<file path="src/rtl/keypad_pkg.sv">
// keypad_pkg: shared types and constants for the 4x4 hex keypad scanner.
//   state_t     - scanner FSM states
//   KEYMAP      - hex code per (row, col), packed as 16 nibbles, index = row*4 + col
//   key_lookup  - returns the hex code for a given row/column pair
//   lowest_low  - index of the lowest-numbered low bit in an active-low row vector
package keypad_pkg;

    typedef enum logic [1:0] {
        SCAN     = 2'd0,
        DEBOUNCE = 2'd1,
        HELD     = 2'd2,
        RELEASE  = 2'd3
    } state_t;

    // Nibble n holds the key at row n/4, column n%4.
    // row0: 1 2 3 A, row1: 4 5 6 B, row2: 7 8 9 C, row3: 0 F E D
    localparam logic [63:0] KEYMAP = 64'hDEF0_C987_B654_A321;

    function automatic logic [3:0] key_lookup(input logic [1:0] row, input logic [1:0] col);
        logic [5:0] base;
        base = {row, col, 2'b00};
        return KEYMAP[base +: 4];
    endfunction

    // Scan from the top so the lowest low index is the one left standing.
    function automatic logic [1:0] lowest_low(input logic [3:0] rows_n);
        logic [1:0] idx;
        idx = 2'd0;
        for (int i = 3; i >= 0; i--) begin
            if (!rows_n[i]) begin
                idx = 2'(i);
            end
        end
        return idx;
    endfunction

endpackage

</file>
<file path="src/rtl/sync2.sv">
// sync2: two-flop synchronizer for asynchronous inputs, resets to all ones
// (the idle level of pulled-up, active-low lines).
//   clk   - destination clock
//   reset - synchronous, active-high reset
//   d     - asynchronous input
//   q     - synchronized output, two cycles behind d
module sync2 #(
    parameter int unsigned WIDTH = 4
) (
    input  logic             clk,
    input  logic             reset,
    input  logic [WIDTH-1:0] d,
    output logic [WIDTH-1:0] q
);

    logic [WIDTH-1:0] meta_q;

    always_ff @(posedge clk) begin
        if (reset) begin
            meta_q <= '1;
            q      <= '1;
        end else begin
            meta_q <= d;
            q      <= meta_q;
        end
    end

endmodule

</file>
<file path="src/rtl/keypad_scanner.sv">
// keypad_scanner: scans a 4x4 active-low matrix keypad, debounces press and
// release, and reports accepted keys.
//   clk       - system clock
//   reset     - synchronous, active-high reset
//   row_n     - keypad rows, active-low, asynchronous to clk
//   col_n     - column drive, active-low, exactly one bit low
//   key_code  - hex value of the last accepted key
//   key_valid - one-cycle strobe when a press is accepted
//   key_held  - high from press acceptance until release acceptance
module keypad_scanner
    import keypad_pkg::*;
#(
    parameter int unsigned SCAN_DIV       = 48000,
    parameter int unsigned DEBOUNCE_TICKS = 20
) (
    input  logic       clk,
    input  logic       reset,
    input  logic [3:0] row_n,
    output logic [3:0] col_n,
    output logic [3:0] key_code,
    output logic       key_valid,
    output logic       key_held
);

    localparam int unsigned TICK_W = (SCAN_DIV > 1) ? $clog2(SCAN_DIV) : 1;
    localparam int unsigned DB_W   = $clog2(DEBOUNCE_TICKS) + 1;

    localparam logic [TICK_W-1:0] TICK_LAST = TICK_W'(SCAN_DIV - 1);
    localparam logic [TICK_W-1:0] TICK_ONE  = TICK_W'(1);
    localparam logic [DB_W-1:0]   DB_LAST   = DB_W'(DEBOUNCE_TICKS - 1);
    localparam logic [DB_W-1:0]   DB_ONE    = DB_W'(1);

    logic [3:0] rs;

    sync2 #(
        .WIDTH (4)
    ) u_sync (
        .clk   (clk),
        .reset (reset),
        .d     (row_n),
        .q     (rs)
    );

    logic [TICK_W-1:0] tick_cnt_q, tick_cnt_d;
    logic              tick;

    state_t            state_q, state_d;
    logic [1:0]        col_idx_q, col_idx_d;
    logic [1:0]        row_idx_q, row_idx_d;
    logic [DB_W-1:0]   db_cnt_q, db_cnt_d;
    logic [3:0]        key_code_q, key_code_d;
    logic              key_valid_q, key_valid_d;
    logic              key_held_q, key_held_d;
    logic [3:0]        col_n_q, col_n_d;
    logic              row_active;

    assign tick       = (tick_cnt_q == TICK_LAST);
    assign tick_cnt_d = tick ? '0 : tick_cnt_q + TICK_ONE;

    // The latched row is still pulled low by the key under test.
    assign row_active = ~rs[row_idx_q];

    always_comb begin
        state_d     = state_q;
        col_idx_d   = col_idx_q;
        row_idx_d   = row_idx_q;
        db_cnt_d    = db_cnt_q;
        key_code_d  = key_code_q;
        key_valid_d = 1'b0;
        key_held_d  = key_held_q;

        // Decisions only on tick, so each column gets a full tick to settle.
        if (tick) begin
            unique case (state_q)
                SCAN: begin
                    if (&rs) begin
                        col_idx_d = col_idx_q + 2'd1;
                    end else begin
                        row_idx_d = lowest_low(rs);
                        db_cnt_d  = '0;
                        state_d   = DEBOUNCE;
                    end
                end
                DEBOUNCE: begin
                    if (row_active) begin
                        if (db_cnt_q == DB_LAST) begin
                            key_code_d  = key_lookup(row_idx_q, col_idx_q);
                            key_valid_d = 1'b1;
                            key_held_d  = 1'b1;
                            state_d     = HELD;
                        end else begin
                            db_cnt_d = db_cnt_q + DB_ONE;
                        end
                    end else begin
                        // Bounce: give up on this column and move on.
                        col_idx_d = col_idx_q + 2'd1;
                        state_d   = SCAN;
                    end
                end
                HELD: begin
                    // Column stays frozen; other rows are ignored here.
                    if (!row_active) begin
                        db_cnt_d = '0;
                        state_d  = RELEASE;
                    end
                end
                RELEASE: begin
                    if (!row_active) begin
                        if (db_cnt_q == DB_LAST) begin
                            key_held_d = 1'b0;
                            col_idx_d  = col_idx_q + 2'd1;
                            state_d    = SCAN;
                        end else begin
                            db_cnt_d = db_cnt_q + DB_ONE;
                        end
                    end else begin
                        state_d = HELD;
                    end
                end
            endcase
        end

        col_n_d = ~(4'b0001 << col_idx_d);
    end

    always_ff @(posedge clk) begin
        if (reset) begin
            tick_cnt_q  <= '0;
            state_q     <= SCAN;
            col_idx_q   <= 2'd0;
            row_idx_q   <= 2'd0;
            db_cnt_q    <= '0;
            key_code_q  <= 4'h0;
            key_valid_q <= 1'b0;
            key_held_q  <= 1'b0;
            col_n_q     <= 4'b1110;
        end else begin
            tick_cnt_q  <= tick_cnt_d;
            state_q     <= state_d;
            col_idx_q   <= col_idx_d;
            row_idx_q   <= row_idx_d;
            db_cnt_q    <= db_cnt_d;
            key_code_q  <= key_code_d;
            key_valid_q <= key_valid_d;
            key_held_q  <= key_held_d;
            col_n_q     <= col_n_d;
        end
    end

    assign col_n     = col_n_q;
    assign key_code  = key_code_q;
    assign key_valid = key_valid_q;
    assign key_held  = key_held_q;

endmodule

</file>
<file path="config.mk">
export PLATFORM = sky130hd
export DESIGN_NAME = keypad_scanner
export DESIGN_NICKNAME = d
export VERILOG_FILES = /design/src/rtl/keypad_pkg.sv /design/src/rtl/sync2.sv /design/src/rtl/keypad_scanner.sv
export SDC_FILE = /design/constraint.sdc
export NUM_CORES = 1
export LEC_CHECK = 0
export CORE_AREA = 10 10 77 79
export CTS_BUF_LIST = sky130_fd_sc_hd__clkbuf_2
export CTS_CLUSTER_SIZE = 30
export DETAILED_ROUTE_END_ITERATION = 6
export DIE_AREA = 0 0 87 89
export HOLD_SLACK_MARGIN = 0.15
export PLACE_DENSITY = 0.74
export SETUP_SLACK_MARGIN = 0.1
export SYNTH_ARGS = -nofsm -noshare
export SYNTH_HDL_FRONTEND = slang
export SYNTH_HIERARCHICAL = 1
export SYNTH_SLANG_ARGS = --single-unit
</file>
<file path="constraint.sdc">
create_clock -name clk -period 2.8 [get_ports clk]
set_clock_uncertainty 0.2 [all_clocks]
set_input_delay 0.56 -clock clk [delete_from_list [all_inputs] [get_ports clk]]
set_output_delay 0.56 -clock clk [all_outputs]
set_load 0.05 [all_outputs]
</file>
-- Word-level counts from Yosys, hierarchy flattened
Cells that the tools add are included.
- equal/unequal tests: 13
- magnitude comparators: 1
- reduce and logical (&&, ||, !) cells: 10
- add/sub/neg operators: 3
- shifts and indexed selects: 2
- bitwise logic cells: 5
- mux-type cells: 31
- operators with widths (cell ; count):
    indexed part select 64 x 7 -> 4 bit (first input constant) ; 1
    two-way mux 2 bit ; 15
    two-way mux 6 bit ; 5
    one-hot mux 6 bit (4 select lines) ; 1
    adder 16 x 1 -> 16 bit (second input constant) ; 1
    equality test 16 bit (second input constant) ; 1
    != test 2 bit (second input constant) ; 6
    AND reduction 5 bit ; 2
    one-hot mux 2 bit (4 select lines) ; 1
    AND reduction 4 bit ; 2
    adder 6 x 1 -> 6 bit (second input constant) ; 1
    equality test 6 x 5 -> 1 bit (second input constant) ; 1
    two-way mux 1 bit ; 6
    != test 3 bit (second input constant) ; 2
    one-hot mux 2 bit (3 select lines) ; 1
    AND reduction 6 bit ; 1
    equality test 2 bit (second input constant) ; 2
    NOT 1 bit ; 4
    NOT 4 bit ; 1
    OR reduction 4 bit ; 1
    << shifter 1 x 2 -> 4 bit (first input constant) ; 1
    < comparator 2 x 3 -> 1 bit (second input constant) ; 1
    AND reduction 3 bit ; 1
    adder 2 x 1 -> 2 bit (second input constant) ; 1
    other kinds (6) ; 6
- input bits: 6
- output and inout port bits: 10
- bits in registers: 46

-- Longest topological paths before layout
Gate-level depths: netlist of run 1.
- word-level depth: 7
- depth in mapped cells: 8
- depth with buffers taken out: 7

-- Modules after synthesis
Netlist of run 1, hierarchy kept.
- modules (own cells, without submodules) (module ; cells an instance ; sequential area each (µm²) ; instances ; area each (µm²)):
    keypad_scanner ; 225 ; 760.7 ; 1 ; 1931.9
    sync2 ; 16 ; 160.2 ; 1 ; 210.2

-- Worst setup path before layout of run 1
OpenSTA, ideal clock, no wires.
- kind: register to register
- start: register tick_cnt_q[0]
- end: register db_cnt_q[2]
- arrival: 1841 ps
- slack: 613 ps
- library setup time: 146 ps
- stages on the path, launching flop included: 8
- path buffers: 1
- cells stage by stage: dfxtp_1 ha_1 nand4_1 nor4b_2 and3_1 clkbuf_1 a31o_2 a21oi_1
- longest elaborated chain between the ends: 2
- RTL lines (element ; line ; RTL):
    start: declaration ; keypad_scanner.sv:44 ; logic [TICK_W-1:0] tick_cnt_q, tick_cnt_d;
    start signal: assignment ; keypad_scanner.sv:138 ; tick_cnt_q <= tick_cnt_d;
    equality test 16 bit ; keypad_scanner.sv:57 ; assign tick = (tick_cnt_q == TICK_LAST);
    AND reduction 5 bit (no line) ; - ;
    end signal: assignment ; keypad_scanner.sv:142 ; db_cnt_q <= db_cnt_d;
    end: declaration ; keypad_scanner.sv:50 ; logic [DB_W-1:0] db_cnt_q, db_cnt_d;
No other way between the ends.
A chain may end at the register's enable or synchronous reset.

-- Worst setup path in the final report of run 1
- start: register key_held_q (netlist: key_held)
- end: output port key_held
- RTL lines (element ; line ; RTL):
    start: declaration ; keypad_scanner.sv:53 ; logic key_held_q, key_held_d;
    start signal: assignment ; keypad_scanner.sv:145 ; key_held_q <= key_held_d;
    end: declaration ; keypad_scanner.sv:22 ; output logic key_held
No word-level cell between the ends.

==> results of run 1 <==
state kept, by name, indices dropped and copies added (netlist names), named ones only:
register and cells:
db_cnt_q 6, state_q 1, key_held 1, col_n 4, u_sync/q 4, tick_cnt_q 16, key_valid 1, row_idx_q 2
col_idx_q 2, u_sync/meta_q 4, key_code 4
placed cells by master, fill, tap and decap left out, types with 6 or more instances in the layout:
master,instances
a21oi_1,14
and3_1,6
clkbuf_2,7
clkdlybuf4s50_1,15
dfxtp_1,46
inv_1,9
mux2i_1,8
nand2_1,18
nand3_1,13
nand4_1,7
nor2_1,30
nor3_1,11
or2_1,9
xor2_1,11
cells in the mapped netlist (2+ instances only):
cell type,instances
o41ai_1,3
nor2_1,30
nor3_1,11
xnor2_1,5
nand2_1,18
and3_1,6
a31oi_1,2
mux2i_1,8
nand3_1,13
a21oi_1,14
ha_1,5
clkbuf_1,6
o21ai_0,5
inv_1,9
or2_1,9
nand4b_1,4
xor2_1,11
nand4_1,7
buf_2,2
dfxtp_1,46
nand2b_1,2
through the flow:
stage                     std cells  power (mW)
after floorplan                 241       0.718
after global placement          306       0.738
after detailed placement        306       0.739
after CTS                       314        1.10
after global routing            314        1.14
final                           314        1.09
power by group through the flow:
stage	registers, mW	clock network [mW]	logic, mW
finish	0.674	0.365	0.0517
global route	0.677	0.403	0.0572
CTS	0.674	0.373	0.0525
detailed placement	0.687	0	0.0524
global placement	0.686	0	0.0518
floorplan	0.690	0	0.0285
how the worst min path moves through the flow:
| stage | startpoint | end | slack (ns) | depth (start not counted) |
|---|---|---|---|---|
| CTS | u_sync/meta_q[3]$_SDFF_PP1_ | u_sync/q[3]$_SDFF_PP1_ | 0.23 | 1 |
| global route | u_sync/meta_q[1]$_SDFF_PP1_ | u_sync/q[1]$_SDFF_PP1_ | 0.25 | 1 |
| finish | u_sync/meta_q[3]$_SDFF_PP1_ | u_sync/q[3]$_SDFF_PP1_ | 0.23 | 1 |
| global placement | u_sync/meta_q[3]$_SDFF_PP1_ | u_sync/q[3]$_SDFF_PP1_ | 0.18 | 1 |
| detailed placement | u_sync/meta_q[3]$_SDFF_PP1_ | u_sync/q[3]$_SDFF_PP1_ | 0.19 | 1 |
| floorplan | u_sync/meta_q[0]$_SDFF_PP1_ | u_sync/q[0]$_SDFF_PP1_ | 0.18 | 1 |
metal layers:
| layer | up-vias | wire length (um) |
|---|---|---|
| li1 | 872 | - |
| met1 | 756 | 1910 |
| met2 | 33 | 1790 |
| met3 | 8 | 176 |
| met4 | 0 | 80 |
| met5 | - | 0 |
kinds of logic (layout without fill, tap and decap cells):
group	Yosys count	in the layout	synth area share (%)
AO/OA/AOI/OAI	31	31	8.94
flip-flops	46	46	43.0
multiplexers	11	11	6.02
XOR/XNOR	16	16	6.54
AND/OR/NAND/NOR	115	115	29.5
buffers and inverters	17	36	3.10
adder cells (fa/ha/maj)	5	5	2.92
final cells by class:
type / count / area, um2 / share of cell area, %
clock buffers: 7 / 35.0 / 1.45
clock inverters: 1 / 30.0 / 1.24
inverters: 9 / 33.8 / 1.39
multi-input cells: 178 / 1150 / 47.7
flip-flops and latches: 46 / 921 / 38.0
well taps: 54 / 67.6 / 2.79
repair buffers: 19 / 180 / 7.44
==> metrics.cfg, run 1 <==
[outcome]
status = completed

[critical_path]
crit_path_end_kind = output pin
cp_slowest_cell = clkdlybuf4s50_1
r2r_setup_slack_ns = 0.53
worstPathRequired_ns = 2.04
rr_endpoint = col_idx_q[0]$_SDFF_PP0_
cp_num_buf_inv = 1
start_kind = flip-flop
crit_start = key_held$_SDFFE_PP0P_
crit_fanout = 3
cp.depth = 1
rr_worst_depth = 5
cp_top_family = buffers and inverters
worstPathArrival_ns = 1.63
cp_slowest_stage_delay_ns = 0.81
crit_chain = clkdlybuf4s50_1
crit_end = key_held
critPathKind = reg -> out
r2r_start = tick_cnt_q[0]$_SDFF_PP0_

[global_route]
grtUsageMet2_pct = 17.3
grt_usage_pct = 10.7
grt_pass1_vias = 1575
grt_max_degree = 19
grt_use_met3_pct = 3.74
grt.busiest_layer = met2
grt_pass1_wl_mm = 6.79
antenna_found_initial = 0
grtUsageMet1_pct = 12.4
grt_overflow = 0

[yosys]
synth_top_area_share_pct = 43.0
syn-cell-area_um2 = 2140
synthTopCellsByArea = dfxtp_1, nor2_1, xor2_1
async_flop_share_pct = 0
synth.avg_cell_area_um2 = 8.89
synth_nets = 252
synth_edf_count = 0
yosysUniqueCellTypes = 46
syn_inst = 241
synth_area_leader_cell = dfxtp_1
ys_seq_elements = 46
ys_warn_count = 6
ys_seq_area_share_pct = 43.0
yosys_most_used_dff = dfxtp_1

[clock_network]
cts_num_sinks = 46
root_buffer = clkbuf_2
numCtsBuffers = 5
insertion_delay_ns = 0.42
cts_max_level = 2
path_clk_slew_ns = 0.22
cts_tree = yes
post-cts-setup-buffers = 0
clockBufferDepth = 2
cts-resized-gates = 0
holdBufCountCts = 0

[hold_path]
min_path_type = reg -> reg

[power]
p_comb_share_pct = 4.7
vdd_drop_max_mv = 0.248
p_clk_share_pct = 33.5
power_leakage_nw = 0.909
power_frac_seq_pct = 61.8
p_int_mw = 0.848
switching_power_mw = 0.242
netSwitchingFraction_pct = 22.2
power.density_nw_per_um2 = 450

[finish]
antenna_cells = 0
drive_gt1_share_pct = 9.62
areaGrowthSynthToFinish_pct = 13.1
fin_util_pct = 53.4
finalInstanceArea_um2 = 2420
fin_nets = 270
fillers = 417

[sta]
setup-tns-final_ns = 0
rsz0062_at_grt = false
fmax_mhz = 418
hold_slack_ns = 0.231
drv_slew = 0
tightest_slew_ns = 0.502
setup_slack_ns = 0.406
post-route-period-util_pct = 85.5
slew_headroom_pct = 66.4
setup_viol = 0
period_minus_slack_ns = 2.39
finalHoldViolations = 0

[die]
dieWidth_um = 87
die_h_um = 89
core-area_um2 = 4540
rows = 25
start_util_pct = 47.2
ios = 16
dieArea_um2 = 7740

[detailed_routing]
drt-initial-drc-count = 134
drt-wirelength-per-cell_um = 12.6
drt_wl_total_mm = 3.96
routed_via_density = 5.32
drcViolationCount = 0
vias = 1669
drt-pass1-iter-count = 4
final_antenna_net_count = 0

[place]
place_area_um2 = 2360
dp_hpwl_mm = 2.87
port_buffers = 15
dp_slack_ns = 0.531
place.gp.congestion = 0.835

[run]
max_cap_viol_count = 0

Note: power is estimated with default switching activity, not from simulation.
==> run 2, diff against run 1 <==
- SLEW_MARGIN: unset -> 20
==> results of run 2 <==
Same layout as run 1: the final DEF is identical, and so are final timing and power.
==> run 3, diff against run 2 <==
- HOLD_SLACK_MARGIN: 0.15 -> 0.1
- SLEW_MARGIN: 20 -> unset
==> results of run 3 <==
Same layout as run 1: the final DEF is identical, and so are final timing and power.
